<file path="src/rtl/rx_timing_pkg.sv">
// Shared constants and helpers for the UART RX timing counter.
package rx_timing_pkg;

    localparam int PRESCALE_W_DEF = 6;
    localparam int BIT_CNT_W_DEF  = 4;
    localparam int PRESCALE_MIN   = 4;
    localparam int FRAME_LEN_MIN  = 1;

    function automatic logic maj3(input logic [2:0] s);
        return (s[0] & s[1]) | (s[0] & s[2]) | (s[1] & s[2]);
    endfunction

endpackage

</file>
<file path="src/rtl/rx_majority_sampler.sv">
// Three-sample shift register and majority vote for one RX bit.
// Optional noise_flag output under RX_TIMING_NOISE_FLAG_EN.
module rx_majority_sampler
    import rx_timing_pkg::*;
(
    input  logic clk,
    input  logic rst,
`ifdef RX_TIMING_NOISE_FLAG_EN
    input  logic i_clear,
    output logic o_noise,
`endif
    input  logic i_sample,
    input  logic i_vote,
    input  logic i_rx,
    output logic o_bit,
    output logic o_valid
);

    logic [2:0] r_shift;
    logic       r_bit;
    logic       r_valid;
    logic [2:0] w_s3;

    // The vote edge is also the third sample edge, so fold in rx directly
    assign w_s3 = {r_shift[1:0], i_rx};

    always_ff @(posedge clk) begin
        if (rst) begin
            r_shift <= 3'b111;
            r_bit   <= 1'b1;
            r_valid <= 1'b0;
        end else begin
            if (i_sample) begin
                r_shift <= w_s3;
            end
            r_valid <= i_vote;
            if (i_vote) begin
                r_bit <= maj3(w_s3);
            end
        end
    end

    assign o_bit   = r_bit;
    assign o_valid = r_valid;

`ifdef RX_TIMING_NOISE_FLAG_EN
    logic r_noise;

    always_ff @(posedge clk) begin
        if (rst || i_clear) begin
            r_noise <= 1'b0;
        end else if (i_vote) begin
            r_noise <= ~((&w_s3) | ~(|w_s3));
        end
    end

    assign o_noise = r_noise;
`endif

endmodule

</file>
<file path="src/rtl/rx_timing_counter.sv">
// UART RX edge/bit counter with three mid-bit samples and majority vote.
// Optional noise_flag port under RX_TIMING_NOISE_FLAG_EN.
module rx_timing_counter
    import rx_timing_pkg::*;
#(
    parameter int PRESCALE_W = PRESCALE_W_DEF,
    parameter int BIT_CNT_W  = BIT_CNT_W_DEF
) (
    input  logic                  clk,
    input  logic                  rst,
    input  logic [PRESCALE_W-1:0] prescale,
    input  logic [BIT_CNT_W-1:0]  frame_len,
    input  logic                  cnt_en,
    input  logic                  rx_in,
    output logic [PRESCALE_W-1:0] edge_cnt,
    output logic [BIT_CNT_W-1:0]  bit_cnt,
    output logic                  sample_strobe,
    output logic                  bit_done,
    output logic                  frame_done,
    output logic                  sampled_bit,
    output logic                  sampled_valid,
    output logic                  cfg_err
`ifdef RX_TIMING_NOISE_FLAG_EN
    ,
    output logic                  noise_flag
`endif
);

    localparam logic [PRESCALE_W-1:0] PS_MIN = PRESCALE_W'(PRESCALE_MIN);
    localparam logic [BIT_CNT_W-1:0]  FL_MIN = BIT_CNT_W'(FRAME_LEN_MIN);
    localparam logic [PRESCALE_W-1:0] PS_ONE = PRESCALE_W'(1);
    localparam logic [BIT_CNT_W-1:0]  BC_ONE = BIT_CNT_W'(1);

    logic                  r_cnt_en_d;
    logic                  r_cfg_err;
    logic [PRESCALE_W-1:0] r_prescale_q;
    logic [BIT_CNT_W-1:0]  r_frame_len_q;
    logic [PRESCALE_W-1:0] r_edge;
    logic [BIT_CNT_W-1:0]  r_bit;

    logic                  w_rise;
    logic                  w_active;
    logic                  w_latch;
    logic [PRESCALE_W-1:0] w_last_edge;
    logic [PRESCALE_W-1:0] w_mid;
    logic [BIT_CNT_W-1:0]  w_last_bit;
    logic                  w_bit_done;
    logic                  w_frame_done;
    logic                  w_strobe;
    logic                  w_vote;

    assign w_rise = cnt_en & ~r_cnt_en_d;

    // The rise cycle only loads config; counting starts on the next cycle
    assign w_active = cnt_en & r_cnt_en_d & ~r_cfg_err;

    assign w_last_edge  = r_prescale_q - PS_ONE;
    assign w_mid        = r_prescale_q >> 1;
    assign w_last_bit   = r_frame_len_q - BC_ONE;
    assign w_bit_done   = w_active & (r_edge == w_last_edge);
    assign w_frame_done = w_bit_done & (r_bit == w_last_bit);
    assign w_vote       = w_active & (r_edge == w_mid + PS_ONE);
    assign w_strobe     = w_active & ((r_edge == w_mid - PS_ONE) |
                                      (r_edge == w_mid) |
                                      (r_edge == w_mid + PS_ONE));
    assign w_latch      = w_rise | w_frame_done;

    always_ff @(posedge clk) begin
        if (rst) begin
            r_cnt_en_d    <= 1'b0;
            r_cfg_err     <= 1'b0;
            r_prescale_q  <= '0;
            r_frame_len_q <= '0;
            r_edge        <= '0;
            r_bit         <= '0;
        end else begin
            r_cnt_en_d <= cnt_en;
            if (w_latch) begin
                r_prescale_q  <= prescale;
                r_frame_len_q <= frame_len;
                r_cfg_err     <= (prescale < PS_MIN) | (frame_len < FL_MIN);
            end
            if (!w_active || w_bit_done) begin
                r_edge <= '0;
            end else begin
                r_edge <= r_edge + PS_ONE;
            end
            if (!w_active || w_frame_done) begin
                r_bit <= '0;
            end else if (w_bit_done) begin
                r_bit <= r_bit + BC_ONE;
            end
        end
    end

    rx_majority_sampler u_sampler (
        .clk      (clk),
        .rst      (rst),
`ifdef RX_TIMING_NOISE_FLAG_EN
        .i_clear  (w_rise),
        .o_noise  (noise_flag),
`endif
        .i_sample (w_strobe),
        .i_vote   (w_vote),
        .i_rx     (rx_in),
        .o_bit    (sampled_bit),
        .o_valid  (sampled_valid)
    );

    assign edge_cnt      = r_edge;
    assign bit_cnt       = r_bit;
    assign sample_strobe = w_strobe;
    assign bit_done      = w_bit_done;
    assign frame_done    = w_frame_done;
    assign cfg_err       = r_cfg_err;

endmodule

</file>
<file path="config.mk">
export PLATFORM = sky130hd
export DESIGN_NAME = rx_timing_counter
export DESIGN_NICKNAME = d
export VERILOG_FILES = /design/src/rtl/rx_timing_pkg.sv /design/src/rtl/rx_majority_sampler.sv /design/src/rtl/rx_timing_counter.sv
export SDC_FILE = /design/constraint.sdc
export NUM_CORES = 1
export LEC_CHECK = 0
export BUFFER_PORTS_ARGS = -buffer_cell sky130_fd_sc_hd__buf_2
export CORE_MARGIN = 1
export CORE_UTILIZATION = 45
export CTS_CLUSTER_SIZE = 30
export DETAILED_ROUTE_END_ITERATION = 10
export PLACE_DENSITY = 0.71
export SLEW_MARGIN = 20
export SYNTH_ARGS = -nofsm -noshare
export SYNTH_HDL_FRONTEND = slang
export SYNTH_SLANG_ARGS = --single-unit
export TNS_END_PERCENT = 100
</file>
<file path="constraint.sdc">
create_clock -name clk -period 6.7 [get_ports clk]
set_clock_uncertainty 0.2 [all_clocks]
set_input_delay 0 -clock clk [delete_from_list [all_inputs] [get_ports clk]]
set_output_delay 0 -clock clk [all_outputs]
set_load 0.05 [all_outputs]
</file>
=== After elaboration in Yosys (flattened, before gate mapping) ===
Cells that the tools add are included.

* Add/sub/neg operators: 6
* $lt $le $gt $ge: 2
* Eq/ne operators: 5
* Bitwise gates (word level): 18
* Reduce and logical (&&, ||, !) cells: 5

{| class="wikitable"
|+ Operators by type and width
! cell !! count
|-
| $eq 6x6->1 || 3
|-
| $and 1x1->1 || 10
|-
| $add 5x1->6 const B || 1
|-
| $add 6x1->6 const B || 1
|-
| $eq 6x5->1 || 1
|-
| $lt 6x3->1 const B || 1
|-
| $or 1x1->1 || 6
|-
| $sub 5x1->6 const B || 1
|-
| $sub 6x1->6 const B || 1
|-
| $add 4x1->4 const B || 1
|-
| $eq 4x4->1 || 1
|-
| $lt 4x1->1 const B || 1
|-
| $reduce_or 2->1 || 2
|-
| $sub 4x1->4 const B || 1
|-
| $logic_or 1x1->1 || 2
|-
| $not 1->1 || 2
|-
| $logic_not 1->1 || 1
|}

* Register bits after elaboration: 26
* Input port bits: 14
* Output and inout port bits: 16
* Logic and storage cells: 45

=== Depth between registers and ports, before layout ===
Gate-level depths: netlist of the first run.

* Depth after elaboration: 6
* Gate-level depth with buffers: 10
* Gate-level depth less buffers: 8

=== Hierarchy ===
A second synthesis of the first run with hierarchy kept.

* Cells, all modules: 246
* Area total of the unflattened synthesis: 1968.1 um^2

{| class="wikitable"
|+ By module, submodules not included
! module !! instances !! cells an instance !! area an instance (um^2) !! sequential area each (um^2)
|-
| rx_timing_counter || 1 || 234 || 1824.2 || 440.4
|-
| rx_majority_sampler || 1 || 12 || 143.9 || 80.1
|}

=== Least setup slack after synthesis of the first run ===
Ideal clock, no wire load.

* Kind: reg2reg
* Start: register r_prescale_q[2]
* End: register r_bit[3] (netlist: bit_cnt[3])
* Setup time: 0.070 ns
* Arrival time: 2.351 ns
* Data required time: 6.430 ns
* Setup slack: 4.079 ns
* Stages on the path, launching flop included: 10
* Path buffers: 1
* Cells stage by stage: dfxtp_1 > clkbuf_1 > inv_1 > ha_1 > a21boi_4 > a21o_2 > a211o_1 > nand2b_4 > or4_1 > a21oi_1

* Word-level cells in the longest chain between the ends: 6

{| class="wikitable"
|+ Ends and longest elaborated chain
! element !! line !! RTL
|-
| start, declared || rx_timing_counter.sv:36 || <nowiki>logic [PRESCALE_W-1:0] r_prescale_q;</nowiki>
|-
| start signal, assigned || rx_timing_counter.sv:79 || <nowiki>r_prescale_q <= prescale;</nowiki>
|-
| $sub 6x1->6 * || rx_timing_counter.sv:57 || <nowiki>assign w_last_edge = r_prescale_q - PS_ONE;</nowiki>
|-
| $eq 6x6->1 * || rx_timing_counter.sv:60 || <nowiki>assign w_bit_done = w_active & (r_edge == w_last_edge);</nowiki>
|-
| $and 1x1->1 * || rx_timing_counter.sv:60 ||
|-
| $and 1x1->1 || rx_timing_counter.sv:61 || <nowiki>assign w_frame_done = w_bit_done & (r_bit == w_last_bit);</nowiki>
|-
| $logic_or 1x1->1 || rx_timing_counter.sv:88 || <nowiki>if (!w_active || w_frame_done) begin</nowiki>
|-
| $reduce_or 2->1 (no source line) || n/a ||
|-
| end signal, assigned || rx_timing_counter.sv:91 || <nowiki>r_bit <= r_bit + BC_ONE;</nowiki>
|-
| end, declared || rx_timing_counter.sv:39 || <nowiki>logic [BIT_CNT_W-1:0] r_bit;</nowiki>
|}

Every way passes the cells marked *; elsewhere a longest branch is shown, timed or not.
A chain may end at the register's enable or synchronous reset.

=== Worst setup path after layout of the first run ===
* Start: register r_prescale_q[2]
* End: register r_prescale_q[5]

* Word-level cells in the longest chain between the ends: 5

{| class="wikitable"
|+ Ends and longest elaborated chain
! element !! line !! RTL
|-
| $sub 6x1->6 || rx_timing_counter.sv:57 ||
|-
| $eq 6x6->1 || rx_timing_counter.sv:60 ||
|-
| $and 1x1->1 || rx_timing_counter.sv:60 ||
|-
| $and 1x1->1 || rx_timing_counter.sv:61 ||
|-
| $or 1x1->1 || rx_timing_counter.sv:66 || <nowiki>assign w_latch = w_rise | w_frame_done;</nowiki>
|}

No other way between the ends.

==> key figures, run 1 <==
Run status
  • Status: finished, final reports clean

STA
  • Fmax: 308 MHz
  • Worst-margin pin slew: 0.598 ns
  • Max-slew violations: 0
  • Hold Violations, Final: 0
  • Final Setup Violations: 0
  • Final hold slack: 0.335 ns
  • Fin crit share: 48.4%
  • Relative slew margins: 60.1%
  • RSZ-0062 raised after global routing: false
  • Fin worst setup slack: 3.46 ns
  • Post-layout minimum cycle time: 3.24 ns
  • TNS Setup: 0 ns

Worst hold path
  • Hold wc startpoint: u_sampler.r_shift[1]
  • WHS Path Cells: 2
  • Hold endpoint: u_sampler.r_shift[1]
  • Hold crit path type: flop to flop

Synth
  • Yosys cell types: 40
  • Synth Cell Area: 0.00166 sq mm
  • FF+latch count, synth: 26
  • Syn_nets: 214
  • Area leader, netlist: dfxtp_1
  • Syn Area/Cell: 8.60 sq um
  • Cells after synthesis: 193
  • Top FF cell, synth: dfxtp_1
  • Number of synthesized flops with an enable pin: 0
  • Seq/Total Area, Yosys: 31.3%
  • YS warnings: 0
  • Share of async-settable or async-resettable flops after synthesis: 0%
  • Area contributors post-synth: dfxtp_1, xnor2_1, mux2i_1
  • Share of the synthesized area in the top cell type: 31.3%

Flow run
  • Max-cap violations: 0

CTS
  • CTS sink count: 26
  • Htree depth: 1
  • Max Root-Sink Buffers: 2
  • CTS tree: done
  • Post-CTS Setup Inserts: 0
  • Clock Latency Late Sink: 0.28 ns
  • Cts bufs inserted: 3
  • Post-CTS sizing: 0
  • Root buffer cell: clkbuf_8
  • # hold bufs at CTS: 25
  • Clock transition at path regs: 0.09 ns

Setup path
  • FF-to-FF path depth: 10
  • WP buf/inv: 3
  • CP Launch Type: flop
  • Crit-path slowest cell: dlygate4sd3_1
  • R2R Path End: r_prescale_q[5]
  • CP Capture Type: flop
  • Critical Path AT: 3.22 ns
  • Stages on the worst setup path: 10
  • R2r setup slk: 3.46 ns
  • Crit Reg-Reg Startpoint: r_prescale_q[2]
  • Largest delay share family, worst path: compound AO/OA/AOI/OAI gates
  • CP Class: flop to flop
  • CP required: 6.67 ns
  • Slowest stage delay, CP: 0.56 ns
  • Crit-path max FO: 10
  • Worst path cell trace: inv_1 > ha_1 > a21boi_4 > a21o_2 > a2111oi_0 > a31oi_1 > buf_4 > mux2i_1 > nor2_1 > dlygate4sd3_1

Die
  • Die H: 62.7 microns
  • Chip Width: 62.7 microns
  • DIE AREA: 0.00394 sq mm
  • Core ar.: 0.00344 sq mm
  • I/O pins: 30
  • Initial Util: 48.2%
  • Num rows: 21

GRT
  • Vias in the first global route: 1425
  • Total GRT Usage: 21.1%
  • Grt ovf: 0
  • Initial antenna violation count: 0
  • Largest net degree at the start of global routing: 17
  • Global-route wire length before repair: 6.60 mm

Power
  • Pwr/cell area: 161 mW/mm^2
  • Gate power share: 21.2%
  • Net Switching: 0.0000960 W
  • Maximum vdd drop: 0.0000847 V
  • Leakage power: 0.961 nW
  • Clock power frac: 30.4%
  • Sequential Power Share: 48.5%
  • Cell-internal power: 0.000249 W
  • Sw Share: 27.8%

Drt
  • Uppermost layer routed: met4
  • DR iter-0 viols: 87
  • Met1 wire length: 1.80 mm
  • DRT Pass-1 Iters: 4
  • Vias: 1517
  • Detailed-route vias per instance: 5.23
  • Routed wl met3: 109 microns
  • DRC viols: 0
  • WL/cell: 13.2 microns
  • Routed Antenna Nets: 0
  • Met2 WL: 1.81 mm
  • WL final: 3.82 mm

Final layout
  • Most common cell after layout, fill and taps aside: buf_2
  • Antenna cell count: 0
  • Commonest non-fill, non-tap cells in the layout: buf_2, nor2_1, dfxtp_1
  • Nets@finish: 266
  • Area grow syn2layout: 28.9%
  • Share of layout cells above drive strength 1: 17.6%
  • Finished Cell Area: 0.00214 sq mm

Place
  • GPL Wtd Cong: 0.925
  • Dpl cell area: 0.00183 sq mm
  • Post-Place Setup Slack: 4.06 ns
  • Port buffer count: 29
  • Post-DP HPWL: 2.62 mm
-- per-stage QoR --
stage          util, %  std cells  power (W)
2_1_floorplan        -        193   0.000217
3_3_place_gp      53.3        261   0.000231
3_5_place_dp      53.3        261   0.000231
4_1_cts           62.2        290   0.000345
5_1_grt           62.2        290   0.000362
6_report          62.2        290   0.000345
-- cell type report --
type,instances,area [sq um]
clock buffers,4,55.1
fillers,310,1300
inverters,8,30.0
multi-input cells,151,1070
flip-flops and latches,26,520
well taps,46,57.6
repair buffers,55,403
-- Yosys cell counts, types with 2 or more instances --
| master | count |
|---|---|
| and2_1 | 3 |
| ha_1 | 7 |
| nand2b_1 | 2 |
| o21ai_0 | 7 |
| buf_2 | 5 |
| nand2_1 | 8 |
| nor2_1 | 27 |
| a2111oi_0 | 2 |
| clkbuf_1 | 3 |
| nor3_1 | 3 |
| nand4_1 | 3 |
| and3_1 | 3 |
| mux2i_1 | 12 |
| a211o_1 | 3 |
| xor2_1 | 13 |
| nor4_1 | 4 |
| xnor2_1 | 14 |
| or4_1 | 2 |
| a21oi_1 | 5 |
| inv_1 | 8 |
| dfxtp_1 | 26 |
| nand3_1 | 10 |
| nor2b_1 | 6 |
-- registers in the layout, summed over array words and instances (netlist names) --
signal	flops
bit_cnt	4
cfg_err	1
r_prescale_q	6
u_sampler.o_valid	1
r_frame_len_q	4
u_sampler.r_shift	2
u_sampler.o_bit	1
r_cnt_en_d	1
edge_cnt	6
-- cell families after synthesis --
logic type / synth area share (%)
AND/OR/NAND/NOR: 26.1
XOR/XNOR: 14.2
flip-flops: 31.3
AO/OA/AOI/OAI: 11.2
buffers and inverters: 3.99
multiplexers: 7.23
adder cells (fa/ha/maj): 5.88
-- metal layers --
metal | vias to the layer above | track usage, %
met4 | 0 | 9.30
met1 | 696 | 26.9
li1 | 777 | -
met5 | - | 0
met2 | 33 | 35.7
met3 | 11 | 2.19
-- worst reg2reg max path, stage by stage, from the launching register on --
cell and delay (ns):
dfxtp_1 0.51, inv_1 0.13, ha_1 0.26, a21boi_4 0.17, a21o_2 0.23, a2111oi_0 0.46, a31oi_1 0.16, buf_4 0.22
mux2i_1 0.18, nor2_1 0.06, dlygate4sd3_1 0.56
-- worst max-delay path by stage --
stage	start	endpoint
2_1_floorplan	r_prescale_q[2]	bit_cnt[3]
3_3_place_gp	r_prescale_q[2]	bit_cnt[3]
3_5_place_dp	r_prescale_q[2]	bit_cnt[3]
4_1_cts	r_prescale_q[2]	r_frame_len_q[1]
5_1_grt	r_prescale_q[2]	r_frame_len_q[1]
6_report	r_prescale_q[2]	r_prescale_q[5]
-- power groups by stage --
stage	sequential [W]	clock [W]	combinational (W)
after floorplan	0.000168	0	0.0000485
after global placement	0.000170	0	0.0000603
after detailed placement	0.000171	0	0.0000604
after CTS	0.000167	0.000106	0.0000720
after global routing	0.000168	0.000113	0.0000800
final	0.000167	0.000105	0.0000730
No activity file was read; power rests on OpenSTA's default activity.
==> run 2, diff against run 1 <==
--- a/config.mk
+++ b/config.mk
@@ -5,12 +5,13 @@
 export SDC_FILE = /design/constraint.sdc
 export NUM_CORES = 1
 export LEC_CHECK = 0
+export ABC_AREA = 1
 export BUFFER_PORTS_ARGS = -buffer_cell sky130_fd_sc_hd__buf_2
 export CORE_MARGIN = 1
 export CORE_UTILIZATION = 45
 export CTS_CLUSTER_SIZE = 30
 export DETAILED_ROUTE_END_ITERATION = 10
-export PLACE_DENSITY = 0.71
+export PLACE_DENSITY = 0.73
 export SLEW_MARGIN = 20
 export SYNTH_ARGS = -nofsm -noshare
 export SYNTH_HDL_FRONTEND = slang
==> constraint.sdc (replaced) <==
create_clock -name clk -period 2.93 [get_ports clk]
set_clock_uncertainty 0.2 [all_clocks]
set_input_delay 0 -clock clk [delete_from_list [all_inputs] [get_ports clk]]
set_output_delay 0 -clock clk [all_outputs]
set_load 0.05 [all_outputs]
==> key figures, run 2 <==
Setup path
  • Crit Reg-Reg Startpoint: r_prescale_q[1]
  • CP Capture Type: output port
  • Crit-path max FO: 24 (+14)
  • CP Launch Type: flop
  • R2r setup slk: 0.58 ns (-2.88 ns)
  • CP Class: flop to output port
  • Critical Path AT: 2.34 ns (-0.88 ns)
  • CP required: 2.73 ns (-3.94 ns)
  • R2R Path End: r_prescale_q[2]
  • FF-to-FF path depth: 9 (-1)

Synth
  • XOR/XNOR Fraction of Synth Area: 3.85% (-10 points)
  • Synth Cell Area: 0.00182 sq mm (+9.6%)
  • Cell with the most instances after synthesis: nand2_1
  • Yosys cell types: 30 (-25%)
  • Cells after synthesis: 302 (+56%)
  • Synth Area in Simple Gates: 46.4% (+20 points)
  • Area contributors post-synth: dfxtp_1, nand2_1, nand3_1
  • Number of synthesized flops with an enable pin: 0 (unchanged)
  • Mux share of post-synthesis cell area: 0% (-7.2 points)
  • Share of async-settable or async-resettable flops after synthesis: 0% (unchanged)
  • Share of the synthesized area in the top cell type: 28.6% (-2.7 points)
  • Syn Area/Cell: 6.02 sq um (-30%)
  • Synth Area in Adders: 4.81% (-1.1 points)
  • Syn_nets: 323 (+51%)
  • FF+latch count, synth: 26 (unchanged)
  • YS warnings: 0 (unchanged)
  • Seq/Total Area, Yosys: 28.6% (-2.7 points)
  • Top FF cell, synth: dfxtp_1
  • Area leader, netlist: dfxtp_1
  • Synth Area in Compound Gates: 6.95% (-4.2 points)
  • Top post-synthesis cells by count: nand2_1, nand3_1, inv_1, nor2_1, dfxtp_1
  • Largest family of logic cells by synthesized area: simple AND/OR/NAND/NOR gates

STA
  • Post-layout minimum cycle time: 2.54 ns
  • Hold Violations, Final: 0 (unchanged)
  • Fmax: 394 MHz
  • Relative slew margins: 54.8% (-5.2 points)
  • Max-slew violations: 0 (unchanged)
  • TNS Setup: 0 ns (unchanged)
  • RSZ-0062 raised after global routing: false
  • Final Setup Violations: 0 (unchanged)
  • Worst-margin pin slew: 0.676 ns (+0.0773 ns)
  • Fin crit share: 86.7%

CTS
  • Clock transition at path regs: 0.09 ns (about the same)
  • CTS tree: done
  • # hold bufs at CTS: 13 (-48%)
  • CTS sink count: 26 (unchanged)
  • Post-CTS Setup Inserts: 0 (unchanged)
  • Cts bufs inserted: 3 (unchanged)
  • Post-CTS sizing: 0 (unchanged)
  • Root buffer cell: clkbuf_8
  • Htree depth: 1 (unchanged)
  • Max Root-Sink Buffers: 2 (unchanged)
  • Clock Latency Late Sink: 0.27 ns (about the same)

Drt
  • WL final: 4.34 mm (+14%)
  • Detailed-route vias per instance: 4.95 (-5.3%)
  • WL/cell: 11.1 microns (-16%)
  • Routed Antenna Nets: 0 (unchanged)
  • DR iter-0 viols: 122 (+40%)
  • DRC viols: 0 (unchanged)
  • Vias: 1937 (+28%)
  • DRT Pass-1 Iters: 4 (unchanged)

Die
  • Initial Util: 48.2% (about the same)
  • Chip Width: 65.6 microns (+4.5%)
  • Die H: 65.6 microns (+4.5%)
  • DIE AREA: 0.00430 sq mm (+9.3%)
  • Num rows: 22 (+4.8%)
  • I/O pins: 30 (unchanged)
  • Core ar.: 0.00377 sq mm (+9.6%)

Worst hold path
  • Hold wc startpoint: u_sampler.o_bit
  • Hold endpoint: u_sampler.o_bit
  • WHS Path Cells: 2 (unchanged)
  • Hold crit path type: flop to flop

Power
  • Cell-internal power: 0.000630 W (+150%)
  • Sequential Power Share: 43.2% (-5.3 points)
  • Clock power frac: 33.8% (+3.4 points)
  • Maximum vdd drop: 0.000188 V (+120%)
  • Gate power share: 23.0% (+1.8 points)
  • Pwr/cell area: 404 mW/mm^2 (+150%)
  • Sw Share: 29.0% (+1.2 points)
  • Overall Power: 0.000888 W (+160%)
  • Leakage power: 1.13 nW (+18%)
  • Net Switching: 0.000258 W (+170%)

Final layout
  • Area grow syn2layout: 20.6%
  • Antenna cell count: 0 (unchanged)
  • Share of layout cells above drive strength 1: 13.7% (-3.9 points)
  • Most common cell after layout, fill and taps aside: nand2_1
  • Nets@finish: 365 (+37%)
  • Commonest non-fill, non-tap cells in the layout: nand2_1, nand3_1, inv_1, nor2_1, buf_2

GRT
  • Total GRT Usage: 22.4% (+1.3 points)
  • Grt ovf: 0 (unchanged)
  • Initial antenna violation count: 0 (unchanged)
  • Vias in the first global route: 1743 (+22%)
  • Largest net degree at the start of global routing: 25 (+8)
  • Global-route wire length before repair: 7.55 mm (+14%)

Run status
  • Status: finished, final reports clean

Place
  • Post-DP HPWL: 3.13 mm (+19%)
  • Port buffer count: 29 (unchanged)
  • GPL Wtd Cong: 0.874 (-5.5%)

Flow run
  • Max-cap violations: 0 (unchanged)
## run 2: layer usage
metal / GRT usage (%) / vias up / share of wire, %
met5: 0 / - / 0
met4: 6.79 / 0 / 1.7
met3: 3.30 / 12 / 3.9
met2: 37.8 / 42 / 45
met1: 29.1 / 850 / 49
li1: - / 1033 / -
## run 2: cell type report
type,instances,area (sq um)
Multi-Input combinational cell,234,1130
Fill cell,372,1580
Clock buffer,3,41.3
Inverter,37,139
Sequential cell,26,520
Timing Repair Buffer,42,275
Clock inverter,1,30.0
Tap cell,48,60.1
## run 2: power by group through the flow
stage	Clock [W]	Combinational [W]	Sequential [W]
after floorplan	0	0.000143	0.000393
after global placement	0	0.000185	0.000391
after detailed placement	0	0.000187	0.000392
after CTS	0.000305	0.000202	0.000383
after global routing	0.000317	0.000235	0.000386
final	0.000300	0.000204	0.000384
## run 2: critical path, cell delays in order, from the launching register on
cell and delay (ns):
dfxtp_1 0.42, inv_1 0.14, ha_1 0.31, xnor2_1 0.13, nor2_1 0.14, nand3_2 0.11
nor2_4 0.14, nand4_4 0.28, inv_1 0.13, buf_2 0.27
## run 2: how the worst max path moves through the flow
| stage | slack, ns | to | cells after the start | startpoint |
|---|---|---|---|---|
| 6_report | 0.39 | frame_done | 9 | r_prescale_q[1] |
| 5_1_grt | 0.14 | sample_strobe | 13 | r_prescale_q[1] |
| 4_1_cts | 0.38 | frame_done | 9 | r_prescale_q[1] |
| 3_5_place_dp | 0.63 | r_prescale_q[2] | 9 | r_prescale_q[1] |
| 3_3_place_gp | 0.66 | r_prescale_q[5] | 9 | r_prescale_q[1] |
| 2_1_floorplan | 0.63 | bit_cnt[0] | 10 | edge_cnt[3] |
## run 2: stage by stage
step           std cells  setup WS (ns)  util [%]  cell area, sq um  hold WS (ns)
2_1_floorplan        302          0.625         -              1820        -0.128
3_3_place_gp         374          0.656      52.9              1990        0.0258
5_1_grt              391          0.141      58.2              2190         0.312
6_report             391          0.389      58.2              2190         0.286
4_1_cts              391          0.379      58.2              2190         0.270
3_5_place_dp         374          0.626      52.9              1990        0.0309
## run 2: cell families (layout without fill, tap and decap cells)
family                   after synthesis  in the layout
XOR/XNOR                               8              8
flip-flops                            26             26
AO/OA/AOI/OAI                         24             24
AND/OR/NAND/NOR                      195            195
adder cells (fa/ha/maj)                7              7
buffers and inverters                 42             83
